<file path="src/rtl/stim_harness.sv">
// Serial-loaded stimulus harness: shifts a stimulus frame in on rx, applies it,
// compacts RUN_LEN response vectors into a MISR signature and shifts it out on tx.
module stim_harness #(
  parameter int                SW      = 64,
  parameter int                RW      = 64,
  parameter int                MISR_W  = 32,
  parameter logic [MISR_W-1:0] POLY    = 32'h0040_0007,
  parameter int                RUN_LEN = 16
) (
  input  logic          clk,
  input  logic          rst_n,
  input  logic          rx,
  output logic          tx,
  output logic [SW-1:0] stim_out,
  output logic          stim_valid,
  input  logic [RW-1:0] resp_in,
  output logic          busy
);

  localparam int MAX_A = (SW > RUN_LEN) ? SW : RUN_LEN;
  localparam int MAX_N = (MAX_A > MISR_W) ? MAX_A : MISR_W;
  localparam int CW    = $clog2(MAX_N + 1);
  localparam int NCH   = (RW + MISR_W - 1) / MISR_W;
  localparam int PW    = NCH * MISR_W;

  localparam logic [CW-1:0] SHIFT_LAST = CW'(SW - 1);
  localparam logic [CW-1:0] RUN_LAST   = CW'(RUN_LEN - 1);
  localparam logic [CW-1:0] DUMP_LAST  = CW'(MISR_W - 1);

  typedef enum logic [2:0] {IDLE, SHIFT, APPLY, RUN, DUMP} state_t;

  state_t            state_q;
  logic [CW-1:0]     cnt_q;
  logic [SW-1:0]     shadow_q;
  logic [SW-1:0]     stim_out_q;
  logic              stim_valid_q;
  logic [MISR_W-1:0] misr_q;
  logic [MISR_W-1:0] misr_d;
  logic              tx_q;
  logic              busy_q;

  // Response is zero-padded up to whole MISR_W chunks, then the chunks are XOR-folded.
  logic [PW-1:0]     resp_pad;
  logic [MISR_W-1:0] chunk [NCH];
  logic [MISR_W-1:0] fold;

  assign resp_pad = PW'(resp_in);

  for (genvar gi = 0; gi < NCH; gi++) begin : g_chunk
    assign chunk[gi] = resp_pad[gi*MISR_W +: MISR_W];
  end

  always_comb begin
    fold = '0;
    for (int i = 0; i < NCH; i++) fold = fold ^ chunk[i];
    misr_d = {misr_q[MISR_W-2:0], 1'b0} ^ (misr_q[MISR_W-1] ? POLY : '0) ^ fold;
  end

  always_ff @(posedge clk or negedge rst_n) begin
    if (!rst_n) begin
      state_q      <= IDLE;
      cnt_q        <= '0;
      shadow_q     <= '0;
      stim_out_q   <= '0;
      stim_valid_q <= 1'b0;
      misr_q       <= '1;
      tx_q         <= 1'b0;
      busy_q       <= 1'b0;
    end else begin
      case (state_q)
        IDLE: begin
          cnt_q <= '0;
          if (rx) begin
            state_q <= SHIFT;
            busy_q  <= 1'b1;
          end
        end
        SHIFT: begin
          shadow_q <= {shadow_q[SW-2:0], rx};
          if (cnt_q == SHIFT_LAST) begin
            stim_out_q   <= {shadow_q[SW-2:0], rx};
            stim_valid_q <= 1'b1;
            cnt_q        <= '0;
            state_q      <= APPLY;
          end else begin
            cnt_q <= cnt_q + 1'b1;
          end
        end
        APPLY: begin
          stim_valid_q <= 1'b0;
          misr_q       <= '1;
          cnt_q        <= '0;
          state_q      <= RUN;
        end
        RUN: begin
          misr_q <= misr_d;
          if (cnt_q == RUN_LAST) begin
            // First signature bit must already be on tx in the first DUMP cycle.
            tx_q    <= misr_d[MISR_W-1];
            cnt_q   <= '0;
            state_q <= DUMP;
          end else begin
            cnt_q <= cnt_q + 1'b1;
          end
        end
        DUMP: begin
          if (cnt_q == DUMP_LAST) begin
            tx_q    <= 1'b0;
            busy_q  <= 1'b0;
            cnt_q   <= '0;
            state_q <= IDLE;
          end else begin
            misr_q <= {misr_q[MISR_W-2:0], 1'b0};
            tx_q   <= misr_q[MISR_W-2];
            cnt_q  <= cnt_q + 1'b1;
          end
        end
        default: begin
          state_q <= IDLE;
          busy_q  <= 1'b0;
          tx_q    <= 1'b0;
        end
      endcase
    end
  end

  assign tx         = tx_q;
  assign stim_out   = stim_out_q;
  assign stim_valid = stim_valid_q;
  assign busy       = busy_q;

endmodule

</file>
<file path="config.mk">
export PLATFORM = sky130hd
export DESIGN_NAME = stim_harness
export DESIGN_NICKNAME = d
export VERILOG_FILES = /design/src/rtl/stim_harness.sv
export SDC_FILE = /design/constraint.sdc
export NUM_CORES = 1
export LEC_CHECK = 0
export ABC_CLOCK_PERIOD_IN_PS = 2100
export BUFFER_PORTS_ARGS = -buffer_cell sky130_fd_sc_hd__buf_4
export CAP_MARGIN = 20
export CORE_UTILIZATION = 55
export CTS_CLUSTER_SIZE = 25
export DETAILED_ROUTE_END_ITERATION = 6
export PLACE_DENSITY = 0.78
export SYNTH_ARGS = -nofsm -noshare
export SYNTH_HDL_FRONTEND = slang
export SYNTH_SLANG_ARGS = --single-unit
</file>
<file path="constraint.sdc">
create_clock -name clk -period 2.1 [get_ports clk]
set_input_delay 0.315 -clock clk [delete_from_list [all_inputs] [get_ports clk]]
set_output_delay 0.315 -clock clk [all_outputs]
set_load 0.05 [all_outputs]
</file>
* After elaboration in Yosys (flattened, before gate mapping)
Cells that the tools add are included.
Cells by class: add/subtract/negate cells 1, bitwise gates (word level) 5, reductions and logical operators 13, multiplexer cells 20, eq/ne operators 12
Operators by type and width (number):
- $pmux 32 s3 | 1
- $xor 32x32->32 | 2
- $mux 32 | 1
- $xor 32x23->32 | 1
- $pmux 7 s4 | 1
- $mux 23 | 1
- $mux 7 | 3
- $pmux 3 s5 | 1
- $mux 3 | 4
- $ne 2x2->1 const B | 5
- $reduce_and 2->1 | 4
- $add 7x1->7 const B | 1
- $eq 7x4->1 const B | 1
- $eq 7x5->1 const B | 1
- $eq 7x6->1 const B | 1
- $eq 3x2->1 const B | 2
- $pmux 1 s3 | 2
- $reduce_or 3->1 | 2
- $mux 1 | 5
- $reduce_and 4->1 | 1
- $reduce_bool 4->1 | 1
- $eq 3x1->1 const B | 1
- $eq 3x3->1 const B | 1
- $logic_not 3->1 | 1
- 6 further kinds | 7
Word-level totals: output and inout port bits 67, logic and storage cells 59, input bits 67, flip-flop bits (word level) 172

* Logic depth before layout (Yosys ltp)
depth after elaboration 5, depth in mapped cells 7, mapped depth without buffers 5

* Worst setup path after synthesis
OpenSTA, ideal clock, no wires.
path kind flip-flop to flip-flop, start point register state_q[1], end point register stim_out_q[10] (netlist: stim_out[10]), library setup time 125 ps, path slack 301 ps, required time 1975 ps, arrival time 1675 ps, clock period less this slack 1799 ps, path buffers 4, stages on the path, launching flop included 8, path through dfrtp_1 buf_2 nor3b_2 buf_2 and4_1 buf_4 buf_6 mux2_2
Between the ends: word-level cells in the longest chain between the ends 2
Ends and longest elaborated chain:
- start: declaration | RTL line 32 | state_t state_q;
- start signal: assignment | RTL line 61 | state_q <= IDLE;
- start signal: assignment | RTL line 74 | state_q <= SHIFT;
- start signal: assignment | RTL line 84 | state_q <= APPLY;
- $eq 3x1->1 | RTL line 70 | case (state_q)
- $reduce_and 2->1 (no line)
- end signal: assignment | RTL line 81 | stim_out_q <= {shadow_q[SW-2:0], rx};
- end: declaration | RTL line 35 | logic [SW-1:0] stim_out_q;
No other way between the ends. A chain may end at the register's enable or synchronous reset.

* Worst setup path in the final report
start point register cnt_q[1], end point register stim_out_q[20] (netlist: stim_out[20])
Between the ends: word-level cells in the longest chain between the ends 2
Ends and longest elaborated chain:
- start: declaration | RTL line 33 | logic [CW-1:0] cnt_q;
- start signal: assignment | RTL line 86 | cnt_q <= cnt_q + 1'b1;
- start signal: assignment | RTL line 103 | cnt_q <= cnt_q + 1'b1;
- start signal: assignment | RTL line 115 | cnt_q <= cnt_q + 1'b1;
- $eq 7x6->1 | RTL line 80 | if (cnt_q == SHIFT_LAST) begin
- $reduce_and 2->1 (no line)
No other way between the ends.

==> results_dict.tcl <==
set metrics [dict create \
    antenna_found_initial 0 \
    hpwl_mm 9.946 \
    holdPathStages 2 \
    max_freq_mhz 498.4 \
    async_flop_share 1.000 \
    clock_skew_ns 0.008871 \
    synthCells 584 \
    rsz0062_at_grt "false" \
    synth_warnings 0 \
    nets 785 \
    powerDensity_nw_per_um2 1295 \
    synth.avg_cell_area_um2 13.50 \
    hold_viol 0 \
    dp_slack_ns 0.1343 \
    setup_viol 0 \
    clkLatencyLatePin_ns 0.42 \
    worst_pin_slew_ns 0.5633 \
    h-tree-depth 4 \
    netlist_area_um2 7883 \
    cp-start-kind "flip-flop" \
    reg2reg_from "cnt_q[1]$_DFFE_PN0P_" \
    ir_drop_mv 0.6389 \
    required_ns 2.40 \
    die_y_um 121.7 \
    ys_seq_elements 172 \
    synth_top_area_cell "dfrtp_1" \
    finalCritPeriodShare 0.9555 \
    layout_common_cells "buf_4 (143), dfrtp_1 (140), mux2_2 (131), o21ai_0 (38), dfstp_2 (32)" \
    holdCritPathClass "input port to flip-flop" \
    drive_gt1_frac 0.4959 \
    antennaDiodeCount 0 \
    synth-main-ff-cell "dfrtp_1" \
    cts_root_buffer "clkbuf_16" \
    utilization 0.6929 \
    crit_type "flip-flop to flip-flop" \
    clock_path_buffers 2 \
    arrival_ns 2.30 \
    initial_utilization 0.5657 \
    cts_tree "yes" \
    gp_congestion 0.8076 \
    outcome "completed" \
    wl_per_cell_um 16.56 \
    slew_violations 0 \
    ys_top_cells_by_area "dfrtp_1 (44%), mux2_2 (19%), dfstp_2 (11%)" \
    cp-startpoint "cnt_q[1]$_DFFE_PN0P_" \
    period_needed_ns 2.007 \
    drt_iter0_markers 376 \
    grtUsageTotal 0.2184 \
    cap_violations 0 \
    postCtsResizedCells 0 \
    vias_per_cell 5.541 \
    drt-total-wl_mm 15.07 \
    io_buffer_count 133 \
    drc_errors 0 \
    syn2layout_area_growth_pct 22.49 \
    min_to "shadow_q[0]$_DFFE_PN0P_" \
    critical_path.max_fanout 36 \
    layout_commonest_cell "buf_4" \
    yosysSeqAreaShare 0.5511 \
    grt_overflow 0 \
    cts_sinks 172 \
    grt_pass1_wl_mm 25.22 \
    synth_top_area_share 0.4444 \
    p_leak_nw 4.618 \
    netlist-cell-type-count 51 \
    cts_buffers 17 \
    fin_setup_tns_ns 0 \
    relSlewSlack 0.6244 \
    ant_nets 0 \
    seq_area_um2 4344 \
    hp-start "rx" \
    die_x_um 121.7 \
    regToRegEndpoint "stim_out[20]$_DFFE_PN0P_" \
    rows 43 \
    firstDrtPassIters 4 \
    io_pins 134 \
    syn-num-nets 652 \
    worst_slack_ns 0.09350 \
    critPathCaptureType "flip-flop" \
    n_fill_cell 963 \
    synth-edff-count 0 \
    via_count 5042 \
    grt_pass1_vias 5204 \
    r2r_cells 5 \
    core_area_um2 13930 \
    rrSetupSlack_ns 0.09 \
    grt_max_degree 52 \
    multi_input_area_um2 3292 \
    dieArea_um2 14810 \
    clk_pin_slew_ns 0.06 \
]
[through the flow]
step / instance area, um2 / instances / hold slack [ns] / power, W
after floorplan: 7883 / 584 / 0.01941 / 0.008430
after global placement: 9092 / 877 / 0.2801 / 0.009334
after detailed placement: 9092 / 877 / 0.2868 / 0.009585
after CTS: 9656 / 910 / 0.1918 / 0.01258
after global routing: 9656 / 910 / 0.1870 / 0.01319
final: 9656 / 910 / 0.2049 / 0.01250
[how the worst max path moves through the flow]
stage	end	slack, ns	depth (start not counted)
after floorplan	stim_out[10]$_DFFE_PN0P_	0.30	7
after global placement	stim_out[35]$_DFFE_PN0P_	0.19	5
after detailed placement	stim_out[10]$_DFFE_PN0P_	0.13	5
after CTS	stim_out[27]$_DFFE_PN0P_	0.12	5
after global routing	stim_out[27]$_DFFE_PN0P_	0.03	5
final	stim_out[20]$_DFFE_PN0P_	0.09	5
[cell families (layout without fill, tap and decap cells)]
kind of cell | Yosys count | count (layout) | share of synthesized area
simple gates | 77 | 77 | 0.05635
mux | 160 | 160 | 0.2368
xor+xnor | 34 | 34 | 0.04302
compound gates | 96 | 96 | 0.07826
flops | 172 | 172 | 0.5511
fa+ha+maj | 1 | 1 | 0.001587
buf+inv | 44 | 190 | 0.03286
[area by class of cell]
type,instances,area share
clock buffer,27,0.05106
tap,180,0.02333
inverter,7,0.002721
multi-input combinational,368,0.3409
timing repair buffer,151,0.1258
clock inverter,5,0.006220
sequential,172,0.4499
[cells in the mapped netlist, drive strengths merged (7+ instances only)]
| cell type | number |
|---|---|
| mux2 | 158 |
| o21ai | 39 |
| dfrtp | 140 |
| inv | 7 |
| buf | 28 |
| nor2 | 7 |
| a211oi | 28 |
| dfstp | 32 |
| nand2b | 26 |
| a21oi | 10 |
| clkbuf | 9 |
| nand2 | 19 |
| xnor2 | 27 |
[sequential cells by signal (all words and copies together) (netlist names)]
register    flops
busy            1
shadow_q       63
state_q         3
tx              1
cnt_q           7
stim_valid      1
misr_q         32
stim_out       64
[where the power goes]
group | leakage [nW] | switching (W) | internal, W | total [W]
clock | 0.266 | 0.00120 | 0.00173 | 0.00294
combinational | 2.16 | 0.00213 | 0.00222 | 0.00436
sequential | 2.19 | 0.000742 | 0.00447 | 0.00521
[timing repair]
item	CTS	global route
endpoints found under the hold margin	47	0
hold buffers	1	0
setup buffers	0	0
[critical path: stages, from the launching register on]
cell and delay, ns:
dfrtp_1 0.39, ha_1 0.25, and4b_1 0.31, and4_2 0.32, buf_12 0.23, mux2_2 0.37
[per-layer routing]
metal | GRT usage | wire (um)
met4 | 0.07562 | 232
met2 | 0.3501 | 7259
met1 | 0.2902 | 7012
met5 | 0 | 0
met3 | 0.05384 | 565
Note: power is estimated with default switching activity, not from simulation.
